===== src/rtl/branch_tracker_queue_pkg.sv =====
// -----------------------------------------------------------------------------
// branch_tracker_queue_pkg
// Shared types and default sizing for the branch tracker queue.
//   btq_entry_t   : one in-flight branch record (rob index, predicted and
//                   resolved next PC, resolution and mispredict flags)
//   BTQ_*         : default queue parameters derived from core-wide constants
//   btq_new_entry : builds a freshly dispatched, unresolved entry
// No ports (package).
// -----------------------------------------------------------------------------
package branch_tracker_queue_pkg;

  // Core-wide constants the queue defaults are derived from.
  localparam int CORE_ISSUE_WIDTH = 2;
  localparam int CORE_CDB_PORTS   = 2;
  localparam int CORE_ROB_ENTRIES = 32;
  localparam int CORE_PC_W        = 32;

  localparam int BTQ_SS       = CORE_ISSUE_WIDTH;
  localparam int BTQ_NUM_CDB  = CORE_CDB_PORTS;
  localparam int BTQ_DEPTH    = 8;
  localparam int BTQ_ROB_BITS = $clog2(CORE_ROB_ENTRIES);
  localparam int BTQ_PC_W     = CORE_PC_W;

  // The entry record is sized by the core-wide widths; the queue's ROB_BITS
  // and PC_W parameters are expected to match them.
  typedef struct packed {
    logic [BTQ_ROB_BITS-1:0] rob_idx;
    logic [BTQ_PC_W-1:0]     pred_pc;
    logic [BTQ_PC_W-1:0]     tgt_pc;
    logic                    resolved;
    logic                    mispred;
  } btq_entry_t;

  function automatic btq_entry_t btq_new_entry(
    input logic [BTQ_ROB_BITS-1:0] rob,
    input logic [BTQ_PC_W-1:0]     pred
  );
    btq_entry_t e;
    e.rob_idx  = rob;
    e.pred_pc  = pred;
    e.tgt_pc   = {BTQ_PC_W{1'b0}};
    e.resolved = 1'b0;
    e.mispred  = 1'b0;
    return e;
  endfunction

endpackage


===== src/rtl/branch_tracker_queue_if.sv =====
// -----------------------------------------------------------------------------
// branch_tracker_queue_if
// Bundles every dispatch, CDB, commit, flush and redirect signal of the
// branch tracker queue.
//   master : the surrounding core (drives push/cdb/commit/flush, reads status)
//   slave  : the queue itself
// Signals:
//   push_cnt/push_rob/push_pred      dispatch of up to SS branches
//   cdb_valid/cdb_rob/cdb_target     NUM_CDB resolve broadcasts
//   commit_cnt/commit_rob            ROB retirement window
//   flush_all/flush_part/flush_rob   recovery
//   redir_valid/redir_rob/redir_pc   oldest mispredicted branch
//   num_free/empty                   occupancy status
// -----------------------------------------------------------------------------
interface branch_tracker_queue_if #(
  parameter int SS       = branch_tracker_queue_pkg::BTQ_SS,
  parameter int NUM_CDB  = branch_tracker_queue_pkg::BTQ_NUM_CDB,
  parameter int DEPTH    = branch_tracker_queue_pkg::BTQ_DEPTH,
  parameter int ROB_BITS = branch_tracker_queue_pkg::BTQ_ROB_BITS,
  parameter int PC_W     = branch_tracker_queue_pkg::BTQ_PC_W
);

  localparam int CW    = $clog2(SS) + 1;
  localparam int PTR_W = $clog2(DEPTH) + 1;

  logic [CW-1:0]       push_cnt;
  logic [ROB_BITS-1:0] push_rob   [SS];
  logic [PC_W-1:0]     push_pred  [SS];
  logic                cdb_valid  [NUM_CDB];
  logic [ROB_BITS-1:0] cdb_rob    [NUM_CDB];
  logic [PC_W-1:0]     cdb_target [NUM_CDB];
  logic [CW-1:0]       commit_cnt;
  logic [ROB_BITS-1:0] commit_rob;
  logic                flush_all;
  logic                flush_part;
  logic [ROB_BITS-1:0] flush_rob;
  logic                redir_valid;
  logic [ROB_BITS-1:0] redir_rob;
  logic [PC_W-1:0]     redir_pc;
  logic [PTR_W-1:0]    num_free;
  logic                empty;

  modport master (
    output push_cnt, push_rob, push_pred,
    output cdb_valid, cdb_rob, cdb_target,
    output commit_cnt, commit_rob,
    output flush_all, flush_part, flush_rob,
    input  redir_valid, redir_rob, redir_pc, num_free, empty
  );

  modport slave (
    input  push_cnt, push_rob, push_pred,
    input  cdb_valid, cdb_rob, cdb_target,
    input  commit_cnt, commit_rob,
    input  flush_all, flush_part, flush_rob,
    output redir_valid, redir_rob, redir_pc, num_free, empty
  );

endinterface


===== src/rtl/branch_tracker_queue_age_scan.sv =====
// -----------------------------------------------------------------------------
// btq_age_scan
// Oldest-first priority finder. Bit 0 of req is the oldest position.
//   req   in  N   request per age position
//   found out 1   any request set
//   idx   out IW  age position of the oldest request (0 when none)
// -----------------------------------------------------------------------------
module btq_age_scan #(
  parameter int N  = 8,
  parameter int IW = (N > 1) ? $clog2(N) : 1
) (
  input  logic [N-1:0]  req,
  output logic          found,
  output logic [IW-1:0] idx
);

  // Walk from oldest to youngest and latch the first hit.
  always_comb begin
    found = 1'b0;
    idx   = '0;
    for (int j = 0; j < N; j++) begin
      idx   = (req[j] && !found) ? IW'(j) : idx;
      found = found | req[j];
    end
  end

endmodule


===== src/rtl/branch_tracker_queue_chk.sv =====
// -----------------------------------------------------------------------------
// btq_checker
// Protocol checks on the dispatch side of the branch tracker queue.
//   clk, rst  : clock and synchronous reset (checks idle during reset)
//   push_cnt  : branches offered this cycle
//   num_free  : free entries seen by dispatch this cycle
// -----------------------------------------------------------------------------
module btq_checker #(
  parameter int CW    = 2,
  parameter int PTR_W = 4
) (
  input logic             clk,
  input logic             rst,
  input logic [CW-1:0]    push_cnt,
  input logic [PTR_W-1:0] num_free
);

  // Dispatch must never offer more branches than there are free entries.
  a_push_fits : assert property (@(posedge clk) disable iff (rst)
    (PTR_W'(push_cnt) <= num_free));

endmodule


===== src/rtl/branch_tracker_queue.sv =====
// -----------------------------------------------------------------------------
// branch_tracker_queue
// In-order circular queue of in-flight branches. Records predicted and
// resolved targets, supports full and partial (younger-than) squash, and
// presents the oldest known mispredicted branch as a redirect candidate.
// Ports:
//   clk  : clock
//   rst  : synchronous active-high reset, clears the queue
//   bus  : branch_tracker_queue_if.slave (dispatch, CDB, commit, flush,
//          redirect and occupancy signals)
// All outputs are decoded from registered state only. DEPTH must be a power
// of two, at least 2, and at least SS.
// -----------------------------------------------------------------------------
module branch_tracker_queue
  import branch_tracker_queue_pkg::*;
#(
  parameter int SS       = BTQ_SS,
  parameter int NUM_CDB  = BTQ_NUM_CDB,
  parameter int DEPTH    = BTQ_DEPTH,
  parameter int ROB_BITS = BTQ_ROB_BITS,
  parameter int PC_W     = BTQ_PC_W
) (
  input logic                  clk,
  input logic                  rst,
  branch_tracker_queue_if.slave bus
);

  localparam int AW    = $clog2(DEPTH);
  localparam int PTR_W = AW + 1;
  localparam int CW    = $clog2(SS) + 1;

  btq_entry_t       mem      [DEPTH];
  btq_entry_t       mem_nxt  [DEPTH];
  logic [PTR_W-1:0] head;
  logic [PTR_W-1:0] tail;
  logic [PTR_W-1:0] head_nxt;
  logic [PTR_W-1:0] tail_nxt;

  logic [PTR_W-1:0] occ;
  logic [PTR_W-1:0] free_cnt;
  logic [AW-1:0]    age_slot  [DEPTH];
  logic [DEPTH-1:0] age_live;
  logic [DEPTH-1:0] slot_live;
  logic [DEPTH-1:0] redir_req;
  logic [DEPTH-1:0] flush_req;
  logic             redir_found;
  logic [AW-1:0]    redir_pos;
  logic             flush_found;
  logic [AW-1:0]    flush_pos;
  logic [CW-1:0]    pop_k;
  logic             scanning;
  logic             commit_hit;
  logic             push_en;
  logic             cdb_hit;
  logic             push_wr;
  logic [AW-1:0]    push_slot;
  logic [AW-1:0]    slot_off;

  // The pointer MSB separates full from empty, so plain subtraction is exact.
  assign occ      = tail - head;
  assign free_cnt = PTR_W'(DEPTH) - occ;

  assign bus.num_free = free_cnt;
  assign bus.empty    = (occ == '0);

  // Age-ordered view of the ring: position j is the j-th oldest entry.
  always_comb begin
    for (int j = 0; j < DEPTH; j++) begin
      age_slot[j]  = head[AW-1:0] + AW'(j);
      age_live[j]  = (PTR_W'(j) < occ);
      redir_req[j] = age_live[j] & mem[age_slot[j]].resolved & mem[age_slot[j]].mispred;
      flush_req[j] = age_live[j] &
                     (mem[age_slot[j]].rob_idx == BTQ_ROB_BITS'(bus.flush_rob));
    end
  end

  // Physical-slot liveness, used where updates are indexed by storage slot.
  always_comb begin
    slot_off = '0;
    for (int e = 0; e < DEPTH; e++) begin
      slot_off     = AW'(e) - head[AW-1:0];
      slot_live[e] = ({1'b0, slot_off} < occ);
    end
  end

  btq_age_scan #(.N(DEPTH), .IW(AW)) u_redir_scan (
    .req   (redir_req),
    .found (redir_found),
    .idx   (redir_pos)
  );

  btq_age_scan #(.N(DEPTH), .IW(AW)) u_flush_scan (
    .req   (flush_req),
    .found (flush_found),
    .idx   (flush_pos)
  );

  // Redirect candidate: oldest resolved-and-mispredicted entry, zero if none.
  always_comb begin
    if (redir_found) begin
      bus.redir_valid = 1'b1;
      bus.redir_rob   = ROB_BITS'(mem[age_slot[redir_pos]].rob_idx);
      bus.redir_pc    = PC_W'(mem[age_slot[redir_pos]].tgt_pc);
    end else begin
      bus.redir_valid = 1'b0;
      bus.redir_rob   = '0;
      bus.redir_pc    = '0;
    end
  end

  // Pop count: leading entries covered by the commit window; stops at the
  // first entry that is not retiring.
  always_comb begin
    pop_k      = '0;
    scanning   = 1'b1;
    commit_hit = 1'b0;
    for (int j = 0; j < SS; j++) begin
      commit_hit = 1'b0;
      for (int i = 0; i < SS; i++) begin
        commit_hit = commit_hit | ((CW'(i) < bus.commit_cnt) &
                     (mem[age_slot[j]].rob_idx ==
                      BTQ_ROB_BITS'(bus.commit_rob + ROB_BITS'(i))));
      end
      scanning = scanning & age_live[j] & commit_hit;
      pop_k    = pop_k + CW'(scanning);
    end
  end

  // A push is taken only when it fits and no partial squash is in progress.
  assign push_en = !bus.flush_part && (PTR_W'(bus.push_cnt) <= free_cnt);

  // Next entry contents: CDB resolves first, then push data overwrites, so a
  // freshly pushed slot never inherits a stale resolve.
  always_comb begin
    mem_nxt   = mem;
    cdb_hit   = 1'b0;
    push_wr   = 1'b0;
    push_slot = '0;
    for (int e = 0; e < DEPTH; e++) begin
      // Ascending port order lets the higher port win on duplicate rob ids.
      for (int c = 0; c < NUM_CDB; c++) begin
        cdb_hit = bus.cdb_valid[c] && slot_live[e] &&
                  (mem[e].rob_idx == BTQ_ROB_BITS'(bus.cdb_rob[c]));
        mem_nxt[e].tgt_pc   = cdb_hit ? BTQ_PC_W'(bus.cdb_target[c]) : mem_nxt[e].tgt_pc;
        mem_nxt[e].resolved = cdb_hit ? 1'b1 : mem_nxt[e].resolved;
        mem_nxt[e].mispred  = cdb_hit ? (BTQ_PC_W'(bus.cdb_target[c]) != mem[e].pred_pc)
                                      : mem_nxt[e].mispred;
      end
      for (int i = 0; i < SS; i++) begin
        push_slot  = tail[AW-1:0] + AW'(i);
        push_wr    = push_en && (CW'(i) < bus.push_cnt) && (push_slot == AW'(e));
        mem_nxt[e] = push_wr ? btq_new_entry(BTQ_ROB_BITS'(bus.push_rob[i]),
                                             BTQ_PC_W'(bus.push_pred[i]))
                             : mem_nxt[e];
      end
    end
  end

  // Next pointers. A partial squash truncates the tail just past the matching
  // survivor (or leaves it alone) and drops that cycle's pushes.
  always_comb begin
    head_nxt = head + PTR_W'(pop_k);
    if (bus.flush_part) begin
      if (flush_found) begin
        tail_nxt = head + PTR_W'(flush_pos) + PTR_W'(1'b1);
      end else begin
        tail_nxt = tail;
      end
    end else if (push_en) begin
      tail_nxt = tail + PTR_W'(bus.push_cnt);
    end else begin
      tail_nxt = tail;
    end
  end

  // State register; reset and flush_all both clear pointers and contents.
  always_ff @(posedge clk) begin
    if (rst || bus.flush_all) begin
      head <= '0;
      tail <= '0;
      for (int e = 0; e < DEPTH; e++) begin
        mem[e] <= '0;
      end
    end else begin
      head <= head_nxt;
      tail <= tail_nxt;
      for (int e = 0; e < DEPTH; e++) begin
        mem[e] <= mem_nxt[e];
      end
    end
  end

  btq_checker #(.CW(CW), .PTR_W(PTR_W)) u_chk (
    .clk      (clk),
    .rst      (rst),
    .push_cnt (bus.push_cnt),
    .num_free (free_cnt)
  );

endmodule


===== src/flat_wrapper.sv =====
// flat-port wrapper written by rule: the top's interface ports become plain ports
module branch_tracker_queue_flat import branch_tracker_queue_pkg::*;
#(
  parameter int SS       = BTQ_SS,
  parameter int NUM_CDB  = BTQ_NUM_CDB,
  parameter int DEPTH    = BTQ_DEPTH,
  parameter int ROB_BITS = BTQ_ROB_BITS,
  parameter int PC_W     = BTQ_PC_W
)
  (clk, rst, bus_push_cnt, bus_push_rob, bus_push_pred, bus_cdb_valid, bus_cdb_rob, bus_cdb_target, bus_commit_cnt, bus_commit_rob, bus_flush_all, bus_flush_part, bus_flush_rob, bus_redir_valid, bus_redir_rob, bus_redir_pc, bus_num_free, bus_empty);
  branch_tracker_queue_if #(.SS(SS), .NUM_CDB(NUM_CDB), .DEPTH(DEPTH), .ROB_BITS(ROB_BITS), .PC_W(PC_W)) bus_i ();
  input logic clk;
  input logic rst;
  input wire logic [$bits(bus_i.push_cnt)-1:0] bus_push_cnt;
  input wire logic [$bits(bus_i.push_rob)-1:0] bus_push_rob;
  input wire logic [$bits(bus_i.push_pred)-1:0] bus_push_pred;
  input wire logic [$bits(bus_i.cdb_valid)-1:0] bus_cdb_valid;
  input wire logic [$bits(bus_i.cdb_rob)-1:0] bus_cdb_rob;
  input wire logic [$bits(bus_i.cdb_target)-1:0] bus_cdb_target;
  input wire logic [$bits(bus_i.commit_cnt)-1:0] bus_commit_cnt;
  input wire logic [$bits(bus_i.commit_rob)-1:0] bus_commit_rob;
  input wire logic [$bits(bus_i.flush_all)-1:0] bus_flush_all;
  input wire logic [$bits(bus_i.flush_part)-1:0] bus_flush_part;
  input wire logic [$bits(bus_i.flush_rob)-1:0] bus_flush_rob;
  output wire logic [$bits(bus_i.redir_valid)-1:0] bus_redir_valid;
  output wire logic [$bits(bus_i.redir_rob)-1:0] bus_redir_rob;
  output wire logic [$bits(bus_i.redir_pc)-1:0] bus_redir_pc;
  output wire logic [$bits(bus_i.num_free)-1:0] bus_num_free;
  output wire logic [$bits(bus_i.empty)-1:0] bus_empty;
  assign bus_i.push_cnt = bus_push_cnt;
  assign bus_i.push_rob = {>>{bus_push_rob}};
  assign bus_i.push_pred = {>>{bus_push_pred}};
  assign bus_i.cdb_valid = {>>{bus_cdb_valid}};
  assign bus_i.cdb_rob = {>>{bus_cdb_rob}};
  assign bus_i.cdb_target = {>>{bus_cdb_target}};
  assign bus_i.commit_cnt = bus_commit_cnt;
  assign bus_i.commit_rob = bus_commit_rob;
  assign bus_i.flush_all = bus_flush_all;
  assign bus_i.flush_part = bus_flush_part;
  assign bus_i.flush_rob = bus_flush_rob;
  assign bus_redir_valid = bus_i.redir_valid;
  assign bus_redir_rob = bus_i.redir_rob;
  assign bus_redir_pc = bus_i.redir_pc;
  assign bus_num_free = bus_i.num_free;
  assign bus_empty = bus_i.empty;
  branch_tracker_queue #(.SS(SS), .NUM_CDB(NUM_CDB), .DEPTH(DEPTH), .ROB_BITS(ROB_BITS), .PC_W(PC_W)) u_core (.clk(clk), .rst(rst), .bus(bus_i));
endmodule

===== config.mk =====
export PLATFORM = sky130hd
export DESIGN_NAME = branch_tracker_queue_flat
export DESIGN_NICKNAME = d
export VERILOG_FILES = /design/src/rtl/branch_tracker_queue_pkg.sv /design/src/rtl/branch_tracker_queue_if.sv /design/src/rtl/branch_tracker_queue_age_scan.sv /design/src/rtl/branch_tracker_queue_chk.sv /design/src/rtl/branch_tracker_queue.sv /design/src/flat_wrapper.sv
export SDC_FILE = /design/constraint.sdc
export NUM_CORES = 2
export LEC_CHECK = 0
export BUFFER_PORTS_ARGS = -buffer_cell sky130_fd_sc_hd__buf_2
export CAP_MARGIN = 20
export CORE_MARGIN = 2
export CORE_UTILIZATION = 30
export CTS_CLUSTER_DIAMETER = 80
export DETAILED_ROUTE_END_ITERATION = 12
export PLACE_DENSITY_LB_ADDON = 0.08
export SKIP_CTS_REPAIR_TIMING = 1
export SLEW_MARGIN = 20
export SYNTH_ARGS = -nofsm -noshare
export SYNTH_HDL_FRONTEND = slang
export SYNTH_SLANG_ARGS = --single-unit

===== constraint.sdc =====
create_clock -name clk -period 10.4 [get_ports clk]
set_clock_uncertainty 0.1 [all_clocks]
set_input_delay 1.04 -clock clk [delete_from_list [all_inputs] [get_ports clk]]
set_output_delay 1.04 -clock clk [all_outputs]
set_load 0.02 [all_outputs]

==> key figures <==
Run status
  – Status: completed

Routing
  – WL final: 188,000 um
  – Routed WL per cell: 34.7 um
  – DRT Pass-1 Iters: 6
  – Post-route ant nets: 0
  – Total number of vias: 32,300
  – Drt via density: 5.94
  – Post-route DRC: 0
  – Iteration-0 DRC Markers: 4,292

Logic synthesis
  – Portion of netlist area occupied by mux cells: 19.6%
  – Syn_nets: 4,194
  – Synth unique cells: 59
  – Area of the mapped netlist: 35,200 um^2
  – Post-synthesis simple-gate area fraction: 14.8%
  – Cell count after synthesis: 3,991
  – Post-synth EDFFs: 0
  – Main combinational cell family by area after synthesis: multiplexers
  – Seq/Total Area, Yosys: 32.8%
  – Adder-Cell Fraction of Synth Area: 1.35%
  – Top FF cell, synth: dfxtp_1
  – Yosys warns: 0
  – Mean area per synthesized cell: 8.81 um^2
  – Async set-reset flop share out of synthesis: 0%
  – Synth Area in Compound Gates: 15.1%
  – Synth Register Bits: 576
  – Synth Area in XOR/XNOR: 10.1%

Power and ir drop
  – Comb pwr share: 11.0%
  – Reg power frac: 40.3%
  – Pint: 3950 uW
  – Total leakage power: 0.0148 uW
  – Switching Power: 1630 uW
  – Pwr dens: 141 nW/um^2
  – Clk pwr share: 48.7%
  – Peak VDD IR: 105 uV
  – Net Sw Frac: 29.2%

Die
  – Row count: 125
  – Top Ports: 211
  – Starting Density: 30.3%
  – DIE AREA: 120,000 um^2
  – Die Width: 346 um
  – Die H: 346 um
  – Core area: 116,000 um^2

Global routing
  – First-pass GRT wire length: 257,000 um
  – Met3 Track Usage GR: 7.33%
  – Grt ovf: 0
  – Met1 track demand over resource: 46.3%
  – Largest net degree at the start of global routing: 170
  – Layer carrying the most global-route usage: met1
  – Total GRT Usage: 30.4%
  – Met2 Use GR: 41.1%
  – Vias in the first global route: 29,300
  – Initial antenna violation count: 36

Finish
  – Most common cell after layout, fill and taps aside: nor2_1
  – Layout cells sized above 1: 15.1%
  – FF/Latch Area: 11,500 um^2
  – Most frequent cells in the layout: nor2_1 (604), dfxtp_1 (575), mux2i_1 (412), a211oi_1 (370), xor2_1 (306)
  – Area growth from synthesis to layout: 12.3%
  – Final Cell Area: 39,500 um^2
  – Nets: 4,037
  – Number of fillers in the final layout: 12,100
  – Combined area of the multi-input logic cells: 21,800 um^2
  – Final cell utilization of the core: 34.0%

Timing
  – Final TNS setup: 0 ns
  – Worst rel slew slack: 24.7%
  – Final Hold Viols: 0
  – Slew at the pin closest to its max-slew limit: 1.13 ns
  – Final Cycle Share: 73.9%
  – Unrepaired setup endpoints after global routing: no
  – Final setup violation count: 0
  – Fmax: 130 MHz
  – Final slew viol count: 0
  – Tmin final: 7.69 ns

Clocking
  – Clock Tree Buf Depth: 3
  – Clock root buffer: clkbuf_16
  – Worst-Skew Late Latency: 0.65 ns
  – CTS buffer count: 75
  – CTS sink cnt: 576
  – CTS tree: done
  – Worst-path clk slew: 0.06 ns
  – Max H-tree Level: 3

Worst setup path
  – Worst setup path class: flop to output pin
  – Critical Path AT: 6.55 ns
  – Crit path largest cell delay: 0.97 ns
  – Crit path max fanout: 37
  – Slowest stage cell, crit path: dfxtp_1
  – Critical path required time: 9.26 ns
  – Ordered cell list for the critical path: inv_2 -> ha_1 -> and3b_1 -> or3_1 -> nand2_1 -> o21ai_0 -> a221oi_1 -> o21ba_2 -> and2_1 -> o31ai_1 -> a211oi_2 -> mux2i_4 -> buf_4 -> a22o_1 -> buf_2
  – CP Capture Type: output pin
  – Startpoint types: flop

Place
  – Number of I/O port buffers: 210
  – DP Area: 36,900 um^2
  – Hpwl dp: 135,000 um
  – RePlAce Congestion: 0.966

Run
  – Max cap viols: 0

Worst hold path
  – Worst hold path class: flop to flop
==> metal layers <==
layer  wire (um)  part of all wire [%]
met3       18200                   9.7
met1       89400                    48
met4        6800                   3.6
met5          80                 0.043
met2       73700                    39
==> area by class of cell <==
type                       instances  area share (%)
antenna                           10          0.0634
clock buffer                     111            5.58
clock inverter                    26           0.824
inverter                          30           0.285
multi-input combinational       2872            55.1
sequential                       576            29.2
tap                             1524            4.83
timing repair buffer             279            4.07
==> synth_stat cells (37+ instances only) <==
master,n,area [um^2]
nand4_1,59,369
mux2i_1,412,4120
nand3_1,219,1100
mux4_2,121,2730
nor2_1,614,2300
xor2_1,306,2680
a311oi_1,185,1620
nand2_1,239,897
dfxtp_1,576,11500
a22o_1,37,324
xnor2_1,95,832
nor4_1,49,307
buf_1,47,176
buf_2,52,260
a211oi_1,371,2790
clkbuf_1,371,1390
==> power by group through the flow <==
| stage | clock network [uW] | registers (uW) | logic (uW) |
|---|---|---|---|
| floorplan | 0 | 2280 | 330 |
| global placement | 0 | 2290 | 597 |
| detailed placement | 0 | 2290 | 595 |
| CTS | 2760 | 2250 | 597 |
| global route | 2850 | 2250 | 628 |
| finish | 2720 | 2250 | 616 |
==> kinds of logic (layout without fill, tap and decap cells) <==
family,Yosys count,in the layout
xor+xnor,403,403
buf+inv,543,446
other cells,0,10
mux,536,536
flops,576,576
simple gates,1219,1219
compound gates,679,679
fa+ha+maj,35,35
==> registers in the layout, summed over array words and instances, names as in the netlist <==
signal and cells:
u_core.head 4, u_core.tail 4, u_core.mem 568
==> per-stage QoR <==
stage	worst slack (ns)	hold slack (ns)	total power, uW	cells
2_1_floorplan	4.98	0.362	2610	3991
3_3_place_gp	3.44	0.384	2890	5281
3_5_place_dp	3.46	0.387	2890	5281
4_1_cts	2.73	0.397	5600	5418
5_1_grt	2.47	0.411	5720	5423
6_report	2.71	0.393	5580	5428
==> critical path, delay by kind of cell, from the launching register on <==
family                   cells  cell delay [ns]
AO/OA/AOI/OAI                6             2.00
buffers and inverters        3             1.06
AND/OR/NAND/NOR              4             1.05
flip-flops                   1             0.97
adder cells (fa/ha/maj)      1             0.42
multiplexers                 1             0.30
==> path summary, 6_finish.rpt <==
path	cells after the start	start	slack [ns]	endpoint
max	15	u_core.head[2]$_SDFF_PP0_	2.71	bus_redir_pc[4]
min	2	u_core.mem[95]$_SDFFE_PP0P_	0.39	u_core.mem[95]$_SDFFE_PP0P_
max reg2reg	15	u_core.head[2]$_SDFF_PP0_	3.74	u_core.mem[242]$_SDFFE_PP0P_
min reg2reg	2	u_core.mem[95]$_SDFFE_PP0P_	0.39	u_core.mem[95]$_SDFFE_PP0P_
Power figures use the tool's default switching activity.
